### config.mk
export PLATFORM = sky130hd
export DESIGN_NAME = apb_seq_master
export DESIGN_NICKNAME = d
export VERILOG_FILES = /design/src/rtl/apb_seq_master_pkg.sv /design/src/rtl/apb_seq_master_xfer.sv /design/src/rtl/apb_seq_master.sv
export SDC_FILE = /design/constraint.sdc
export NUM_CORES = 1
export LEC_CHECK = 0
export ABC_AREA = 0
export ABC_CLOCK_PERIOD_IN_PS = 3610
export BUFFER_PORTS_ARGS = -buffer_cell sky130_fd_sc_hd__buf_4
export CORE_MARGIN = 2
export CORE_UTILIZATION = 45
export CTS_CLUSTER_DIAMETER = 100
export DETAILED_ROUTE_END_ITERATION = 8
export GPL_ROUTABILITY_DRIVEN = 0
export GPL_TIMING_DRIVEN = 0
export PLACE_DENSITY = 0.81
export SLEW_MARGIN = 0
export SYNTH_ARGS = -nofsm -noshare
export SYNTH_HDL_FRONTEND = slang
export SYNTH_HIERARCHICAL = 1
export SYNTH_SLANG_ARGS = --single-unit
### constraint.sdc
create_clock -name i_PCLK -period 3.61 [get_ports i_PCLK]
set_input_delay 0.722 -clock i_PCLK [delete_from_list [all_inputs] [get_ports i_PCLK]]
set_output_delay 0.722 -clock i_PCLK [all_outputs]
set_load 0.01 [all_outputs]
### src/rtl/apb_seq_master_pkg.sv
// rtl/apb_seq_master_pkg.sv - register offsets, encodings, FSM state and per-step decode for apb_seq_master
package apb_seq_master_pkg;

    localparam logic [5:0] OFF_CONFIG = 6'h00;
    localparam logic [5:0] OFF_STATUS = 6'h00;
    localparam logic [5:0] OFF_TX     = 6'h04;
    localparam logic [5:0] OFF_RX     = 6'h04;
    localparam logic [5:0] OFF_CMD    = 6'h0C;
    localparam logic [7:0] CMD_START  = 8'h02;

    localparam logic OP_WRITE  = 1'b0;
    localparam logic OP_READ   = 1'b1;
    localparam logic RD_STATUS = 1'b0;
    localparam logic RD_RX     = 1'b1;

    typedef enum logic [1:0] {
        ST_IDLE,
        ST_SETUP,
        ST_ACCESS,
        ST_GAP
    } state_t;

    typedef struct packed {
        logic       write;
        logic [5:0] offset;
        logic [7:0] wdata;
    } step_t;

    // Decode which register a given step of a request touches and with what data.
    function automatic step_t step_cfg(input logic op, input logic rd_sel, input logic [1:0] step,
                                       input logic [1:0] mode, input logic [1:0] slave,
                                       input logic [1:0] sck, input logic [7:0] data);
        step_t s;
        s = '{write: 1'b0, offset: OFF_STATUS, wdata: 8'h00};
        if (op == OP_READ) begin
            s.offset = (rd_sel == RD_RX) ? OFF_RX : OFF_STATUS;
        end else begin
            s.write = 1'b1;
            case (step)
                2'd0:    begin s.offset = OFF_CONFIG; s.wdata = {2'b00, mode, slave, sck}; end
                2'd1:    begin s.offset = OFF_TX;     s.wdata = data;                      end
                default: begin s.offset = OFF_CMD;    s.wdata = CMD_START;                 end
            endcase
        end
        return s;
    endfunction

endpackage

### src/rtl/apb_seq_master_xfer.sv
// rtl/apb_seq_master_xfer.sv - apb_xfer: one APB SETUP/ACCESS transfer with PREADY wait (timeout under APB_SEQ_MASTER_TIMEOUT_EN)
module apb_xfer #(
    parameter int TIMEOUT_CYCLES = 64
) (
    input  logic        i_clk,
    input  logic        i_rst,
    input  logic        i_start,
    input  logic        i_write,
    input  logic [15:0] i_addr,
    input  logic [7:0]  i_wdata,
    input  logic        i_PREADY,
    output logic        o_PSEL,
    output logic        o_PENABLE,
    output logic        o_PWRITE,
    output logic [15:0] o_PADDR,
    output logic [7:0]  o_PWDATA,
    output logic        o_end,
    output logic        o_timeout
);

    logic        psel_q, penable_q, pwrite_q;
    logic [15:0] paddr_q;
    logic [7:0]  pwdata_q;
    logic        in_access;

    assign in_access = psel_q & penable_q;
    assign o_end     = in_access & i_PREADY;

`ifdef APB_SEQ_MASTER_TIMEOUT_EN
    localparam int CW = $clog2(TIMEOUT_CYCLES + 1);
    logic [CW-1:0] wait_q, wait_d;

    assign o_timeout = in_access & ~i_PREADY & (wait_q == CW'(TIMEOUT_CYCLES - 1));

    always_comb begin
        wait_d = wait_q;
        if (i_start)
            wait_d = '0;
        else if (in_access & ~i_PREADY)
            wait_d = wait_q + 1'b1;
    end

    always_ff @(posedge i_clk) begin
        if (i_rst) wait_q <= '0;
        else       wait_q <= wait_d;
    end
`else
    assign o_timeout = 1'b0;
`endif

    // Address and data are only loaded on start so they hold through GAP/IDLE.
    always_ff @(posedge i_clk) begin
        if (i_rst) begin
            psel_q    <= 1'b0;
            penable_q <= 1'b0;
            pwrite_q  <= 1'b0;
            paddr_q   <= '0;
            pwdata_q  <= '0;
        end else if (i_start) begin
            psel_q    <= 1'b1;
            penable_q <= 1'b0;
            pwrite_q  <= i_write;
            paddr_q   <= i_addr;
            pwdata_q  <= i_wdata;
        end else if (psel_q & ~penable_q) begin
            penable_q <= 1'b1;
        end else if (o_end | o_timeout) begin
            psel_q    <= 1'b0;
            penable_q <= 1'b0;
            pwrite_q  <= 1'b0;
        end
    end

    assign o_PSEL    = psel_q;
    assign o_PENABLE = penable_q;
    assign o_PWRITE  = pwrite_q;
    assign o_PADDR   = paddr_q;
    assign o_PWDATA  = pwdata_q;

endmodule

### src/rtl/apb_seq_master.sv
// rtl/apb_seq_master.sv - APB initiator sequencing SPI byte launches and register reads; APB_SEQ_MASTER_TIMEOUT_EN enables PREADY timeout
module apb_seq_master #(
    parameter int TIMEOUT_CYCLES = 64
) (
    input  logic        i_PCLK,
    input  logic        i_PRESET,
    input  logic [9:0]  i_BASE_ADDR,
    input  logic        i_req,
    input  logic        i_op,
    input  logic        i_rd_sel,
    input  logic [1:0]  i_mode,
    input  logic [1:0]  i_slave,
    input  logic [1:0]  i_sck,
    input  logic [7:0]  i_data,
    output logic        o_busy,
    output logic        o_done,
    output logic        o_err,
    output logic [7:0]  o_rdata,
    output logic        o_PSEL,
    output logic        o_PENABLE,
    output logic        o_PWRITE,
    output logic [15:0] o_PADDR,
    output logic [7:0]  o_PWDATA,
    input  logic [7:0]  i_PRDATA,
    input  logic        i_PREADY
);
    import apb_seq_master_pkg::*;

    state_t     state_q;
    logic [1:0] step_q;
    logic       op_q, rd_sel_q;
    logic [1:0] mode_q, slave_q, sck_q;
    logic [7:0] data_q;
    logic [9:0] base_q;
    logic       busy_q, done_q, err_q;
    logic [7:0] rdata_q;

    logic       accept, xfer_start, xfer_end, xfer_timeout, last_step;
    logic [9:0] cur_base;
    step_t      cur;

    assign accept     = (state_q == ST_IDLE) && i_req;
    assign xfer_start = accept || (state_q == ST_GAP);
    assign last_step  = (op_q == OP_READ) || (step_q == 2'd2);
    assign cur_base   = accept ? i_BASE_ADDR : base_q;

    // On accept the latches are not loaded yet, so step 0 decodes straight from the request inputs.
    always_comb begin
        if (state_q == ST_IDLE)
            cur = step_cfg(i_op, i_rd_sel, 2'd0, i_mode, i_slave, i_sck, i_data);
        else
            cur = step_cfg(op_q, rd_sel_q, step_q, mode_q, slave_q, sck_q, data_q);
    end

    apb_xfer #(.TIMEOUT_CYCLES(TIMEOUT_CYCLES)) u_xfer (
        .i_clk     (i_PCLK),
        .i_rst     (i_PRESET),
        .i_start   (xfer_start),
        .i_write   (cur.write),
        .i_addr    ({cur_base, cur.offset}),
        .i_wdata   (cur.wdata),
        .i_PREADY  (i_PREADY),
        .o_PSEL    (o_PSEL),
        .o_PENABLE (o_PENABLE),
        .o_PWRITE  (o_PWRITE),
        .o_PADDR   (o_PADDR),
        .o_PWDATA  (o_PWDATA),
        .o_end     (xfer_end),
        .o_timeout (xfer_timeout)
    );

    always_ff @(posedge i_PCLK) begin
        if (i_PRESET) begin
            state_q  <= ST_IDLE;
            step_q   <= 2'd0;
            op_q     <= 1'b0;
            rd_sel_q <= 1'b0;
            mode_q   <= '0;
            slave_q  <= '0;
            sck_q    <= '0;
            data_q   <= '0;
            base_q   <= '0;
            busy_q   <= 1'b0;
            done_q   <= 1'b0;
            err_q    <= 1'b0;
            rdata_q  <= '0;
        end else begin
            done_q <= 1'b0;
            err_q  <= 1'b0;
            case (state_q)
                ST_IDLE: if (i_req) begin
                    state_q  <= ST_SETUP;
                    step_q   <= 2'd0;
                    op_q     <= i_op;
                    rd_sel_q <= i_rd_sel;
                    mode_q   <= i_mode;
                    slave_q  <= i_slave;
                    sck_q    <= i_sck;
                    data_q   <= i_data;
                    base_q   <= i_BASE_ADDR;
                    busy_q   <= 1'b1;
                end
                ST_SETUP: state_q <= ST_ACCESS;
                ST_ACCESS: begin
                    if (xfer_timeout) begin
                        state_q <= ST_IDLE;
                        busy_q  <= 1'b0;
                        done_q  <= 1'b1;
                        err_q   <= 1'b1;
                    end else if (xfer_end && last_step) begin
                        state_q <= ST_IDLE;
                        busy_q  <= 1'b0;
                        done_q  <= 1'b1;
                        if (op_q == OP_READ) rdata_q <= i_PRDATA;
                    end else if (xfer_end) begin
                        state_q <= ST_GAP;
                        step_q  <= step_q + 2'd1;
                    end
                end
                default: state_q <= ST_SETUP;
            endcase
        end
    end

    assign o_busy  = busy_q;
    assign o_done  = done_q;
    assign o_err   = err_q;
    assign o_rdata = rdata_q;

endmodule

After elaboration in Yosys (flattened, before gate mapping). Cells that the tools add are included.

Output and inout port bits: 38. Input port bits: 38. Bits in registers: 67. Logic and storage cells: 79.

Equal/unequal tests: 11. Add/sub/neg operators: 1. Reductions and logical operators: 17. Bitwise gates (word level): 5. Multiplexer cells: 28.

Operators by type and width (number): one-hot mux 12 bit (2 select lines) (1); 2-to-1 mux 15 bit (1); 2-to-1 mux 2 bit (6); 2-to-1 mux 6 bit (2); 2-to-1 mux 1 bit (10); 2-to-1 mux 10 bit (1); 2-to-1 mux 3 bit (3); 2-to-1 mux 8 bit (1); != test 2 bit, second input constant (4); == test 2 bit, second input constant (3); one-hot mux 2 bit (3 select lines) (1); AND reduction 2 bit (3); AND reduction 3 bit (2); nonzero test 2 bit (3); == test 2 x 1 -> 1 bit, second input constant (2); zero test 2 bit (2); one-hot mux 2 bit (2 select lines) (1); AND reduction 4 bit (1); OR reduction 2 bit (2); AND 1 bit (3); != test 3 bit, second input constant (1); adder 2 x 1 -> 2 bit, second input constant (1); logical AND 1 bit (2); logical OR 1 bit (2); other kinds (3) (4).

Longest topological paths before layout.
Word-level depth: 5. Gate-level depth with buffers: 8.

By module. The synthesis kept the hierarchy.

By module, submodules not included: apb_seq_master (cells an instance 215, area each 1894.3 sq um, times used 1); apb_xfer (cells an instance 91, area each 1017.2 sq um, times used 1).

Worst setup path before layout. Ideal clock, no wire load.

Kind: input port to flip-flop. Start: input i_PREADY. End: register step_q[0]. Path buffers: 0. Stages on the path: 4. Data required time: 3.552 ns. Data arrival time: 1.824 ns. Path slack: 1.728 ns. Cell sequence: and3_1 -> or3b_1 -> nor4b_2 -> mux2_2.

Word-level cells in the longest chain between the ends: 4. Elaborated cells on any way between the ends: 5.

Ends and longest elaborated chain: from (decl) (RTL line apb_seq_master.sv:25) `input logic i_PREADY`; AND 1 bit * (RTL line apb_seq_master_xfer.sv:27) `assign o_end = in_access & i_PREADY;`; logical AND 1 bit (RTL line apb_seq_master.sv:110) `end else if (xfer_end && last_step) begin`; != test 2 bit (no line); AND reduction 4 bit (no line) *; to (signal assigned) (RTL line apb_seq_master.sv:117) `step_q <= step_q + 2'd1;`; to (decl) (RTL line apb_seq_master.sv:30) `logic [1:0] step_q;`.

Every way passes the cells marked *; elsewhere a longest branch is shown, timed or not. A chain may end at the register's enable or synchronous reset.

Final worst setup path.
Start: register state_q[1]. End: register u_xfer.paddr_q[15] (netlist: u_xfer/o_PADDR[15]).

Word-level cells in the longest chain between the ends: 3. Elaborated cells on any way between the ends: 5.

Ends and longest elaborated chain: from (decl) (RTL line apb_seq_master.sv:29) `state_t state_q;`; from (signal assigned) (RTL line apb_seq_master.sv:74) `state_q <= ST_IDLE;`; from (signal assigned) (RTL line apb_seq_master.sv:92) `state_q <= ST_SETUP;`; from (signal assigned) (RTL line apb_seq_master.sv:103) `ST_SETUP: state_q <= ST_ACCESS;`; zero test 2 bit (RTL line apb_seq_master.sv:42) `assign accept = (state_q == ST_IDLE) && i_req;`; logical AND 1 bit (RTL line apb_seq_master.sv:42); 2-to-1 mux 10 bit (RTL line apb_seq_master.sv:45) `assign cur_base = accept ? i_BASE_ADDR : base_q;`; via cur_base[9] (RTL line apb_seq_master.sv:39) `logic [9:0] cur_base;`; to (signal assigned) (RTL line apb_seq_master_xfer.sv:63) `paddr_q <= i_addr;`; to (decl) (RTL line apb_seq_master_xfer.sv:22) `logic [15:0] paddr_q;`.

The timed path passes the listed nets, and every way through them passes these cells.

==> summary.md <==
| Metric | Value |
|---|---|
| Top FF cell, synth | `dfxtp_1` |
| Initial cell density of the core | `0.461` |
| TritonCTS clock tree | `done` |
| Root Driver | `clkbuf_8` |
| Ant diodes | `0` |
| EDFF count, synth | `0` |
| Total CTS buffers | `9` |
| Pleak | `1.61 nW` |
| Post-Layout Inst Area | `0.00377 mm2` |
| H-tree Lvls | `3` |
| Layout cells sized above 1 | `0.300` |
| Final min period | `1.85 ns` |
| Commonest non-fill, non-tap cell in the layout | `buf_4` |
| Die Height | `84.4 um` |
| Max-Cap Viols | `0` |
| Final Power | `1.76 mW` |
| IO Port Bufs | `75` |
| Vias | `2434` |
| Min-delay src | `o_rdata[2]$_SDFFE_PP0P_` |
| Slew @ Worst Pin | `0.557 ns` |
| Worst setup SP type | `flip-flop` |
| # rows | `29` |
| GRT Util Overall | `0.192` |
| WP data arrival | `2.08 ns` |
| Post-route setup TNS | `0 ns` |
| DR WL/cell | `13.9 um` |
| Delay-heaviest family, CP | `multiplexers` |
| WL met2 | `3260 um` |
| Post-route DRC | `0` |
| Crit-path most repeated cell | `buf_6` |
| Worst-path clk slew | `0.08 ns` |
| Top Ports | `76` |
| Core area | `0.00631 mm2` |
| FMAX | `541 MHz` |
| Slew headroom | `0.627` |
| Routed wire length | `6640 um` |
| Layout area overhead | `29.4%` |
| Final antenna-violating net count | `0` |
| Vias/cell | `5.10` |
| Nets | `440` |
| Synth unique cells | `41` |
| Worst min path class | `reg -> reg` |
| Post-DP Area | `0.00358 mm2` |
| Global route total overflow | `0` |
| Share of Yosys cell area claimed by the top area cell type | `0.468` |
| Most frequent cells in the layout | `buf_4, dfxtp_1, nand2_1` |
| Max clock buf depth | `2` |
| CP Depth | `8` |
| RR Startpoint | `state_q[1]$_SDFFE_PP0P_` |
| Post-CTS Hold Buffers | `0` |
| Avg Cell Area, Syn | `9.51 um2` |
| CTS resizes | `0` |
| Hold path depth | `2` |
| # Post-CTS Setup Buffers | `0` |
| Worst path buffer plus inverter count | `3` |
| First-pass GRT wire length | `10800 um` |
| Pwr per Cell Area | `467 mW/mm2` |
| Die area | `0.00713 mm2` |
| Largest net degree at the start of global routing | `14` |
| Max VDD drop | `0.000305 V` |
| Mapped Cells | `306` |
| RSZ-0062 raised after global routing | `no` |
| Worst Path Required | `3.84 ns` |
| R2r worst-path depth | `8` |
| Antenna violations before repair | `0` |
| Dpl hpwl | `4820 um` |
| Place WS | `1.45 ns` |
| Largest cells by area after synthesis | `dfxtp_1, mux2i_1, nand2_1` |
| TritonRoute pass-1 iters | `4` |
| Seq cells post-synth | `68` |
| Final hold vios | `0` |
| DR top layer | `met4` |
| Synth area leader | `dfxtp_1` |
| CTS sink cnt | `68` |
| Slew Viols, Final | `0` |
| Fin crit share | `0.512` |
| 1st-iter DRT viols | `109` |
| Vias in the first global route | `2317` |
| Ys async rst share | `0` |
| CP Capture Type | `flip-flop` |
| Fill cells | `569` |
| Worst reg2reg setup slack | `1.76 ns` |
| Met3 wire length | `342 um` |
| Setup CP Type | `reg -> reg` |
| Fin util | `0.597` |
| Post-Syn Area | `0.00291 mm2` |
| Critical Path Slowest Stage Cell | `mux2_2` |
| Run status | `complete, no violations` |
| Chip Width | `84.4 um` |
| Final WS setup | `1.76 ns` |
| Critical path's largest stage delay | `0.35 ns` |
| Synthesis warning total | `6` |
| Met1 Wirelength | `2920 um` |
| Crit Path Max Fanout | `10` |
| Capture point of the worst reg-to-reg path | `u_xfer/o_PADDR[15]$_SDFFE_PP0P_` |
| Setup Viol. Count Final | `0` |
| CP Launch Point | `state_q[1]$_SDFFE_PP0P_` |
| Crit-path cells | `inv_1 > ha_1 > and2_1 > buf_6 > buf_6 > mux2_2 > mux2i_1 > nor2_1` |
| Post-synthesis sequential area ratio | `0.468` |
| Setup crit end | `u_xfer/o_PADDR[15]$_SDFFE_PP0P_` |
| Post-route clock skew | `0.00751 ns` |
| Clk_lat worst skew | `0.34 ns` |
[per-layer routing]
layer,track usage,vias up
met2,0.313,65
met5,0,-
met4,0.0823,0
li1,-,1216
met3,0.0423,12
met1,0.245,1141
[state kept, by name, summed over array words and instances, names as in the netlist, 2 cells and up]
register         count
mode_q               2
o_rdata              8
slave_q              2
u_xfer/o_PADDR      16
base_q              10
data_q               8
state_q              2
u_xfer/o_PWDATA      8
step_q               2
sck_q                2
[synthesized netlist by cell type, types with 2 or more instances]
| cell | number |
|---|---|
| a22o_1 | 6 |
| a21oi_1 | 27 |
| buf_4 | 2 |
| and3_1 | 3 |
| a32o_1 | 6 |
| nor3b_1 | 2 |
| buf_12 | 2 |
| a211oi_1 | 2 |
| clkbuf_1 | 7 |
| buf_2 | 5 |
| conb_1 | 2 |
| ha_1 | 7 |
| nand2_1 | 49 |
| o21ai_0 | 4 |
| buf_6 | 4 |
| dfxtp_1 | 68 |
| mux2i_1 | 25 |
| nor2b_1 | 13 |
| inv_1 | 9 |
| nand2b_1 | 2 |
| nor2_1 | 31 |
| mux2_2 | 11 |
[power breakdown]
part | total (mW) | switching [mW] | internal [mW] | leakage (nW)
Clock | 0.574 | 0.303 | 0.271 | 0.0811
Sequential | 0.828 | 0.0258 | 0.802 | 0.555
Combinational | 0.358 | 0.177 | 0.181 | 0.978
Total | 1.76 | 0.505 | 1.25 | 1.61
[through the flow]
stage                     instances  hold WS [ns]
after floorplan                 309         0.432
after global placement          461         0.442
after detailed placement        461         0.447
after CTS                       477         0.459
after global routing            477         0.478
final                           477         0.458
[final cells by class]
class                      count  area, um2  share of cell area
buffer                        21        155              0.0412
clock buffer                  10        138              0.0365
clock inverter                 6       47.5              0.0126
inverter                       9       33.8             0.00897
multi-input combinational    211       1370               0.364
sequential                    68       1360               0.361
tap                           77       96.3              0.0256
timing repair buffer          75        563               0.149
[worst min-delay path by stage]
stage,end,slack (ns)
after floorplan,data_q[6]$_SDFFE_PP0P_,0.43
after global placement,slave_q[0]$_SDFFE_PP0P_,0.44
after detailed placement,data_q[7]$_SDFFE_PP0P_,0.45
after CTS,data_q[7]$_SDFFE_PP0P_,0.46
after global routing,data_q[5]$_SDFFE_PP0P_,0.48
final,o_rdata[2]$_SDFFE_PP0P_,0.46
[worst reg2reg max path, cell delays in order, from the launching register on]
cell and delay (ns):
dfxtp_1 0.33, inv_1 0.10, ha_1 0.26, and2_1 0.17, buf_6 0.16, buf_6 0.17, mux2_2 0.35, mux2i_1 0.14
nor2_1 0.06
[kinds of logic after synthesis]
group,share of synthesized area
AOI/OAI and AO/OA,0.122
adders and majority gates,0.0301
buffers and inverters,0.0649
DFF,0.468
muxes,0.128
other,0.00258
and+or+nand+nor,0.184
Power figures use the tool's default switching activity.
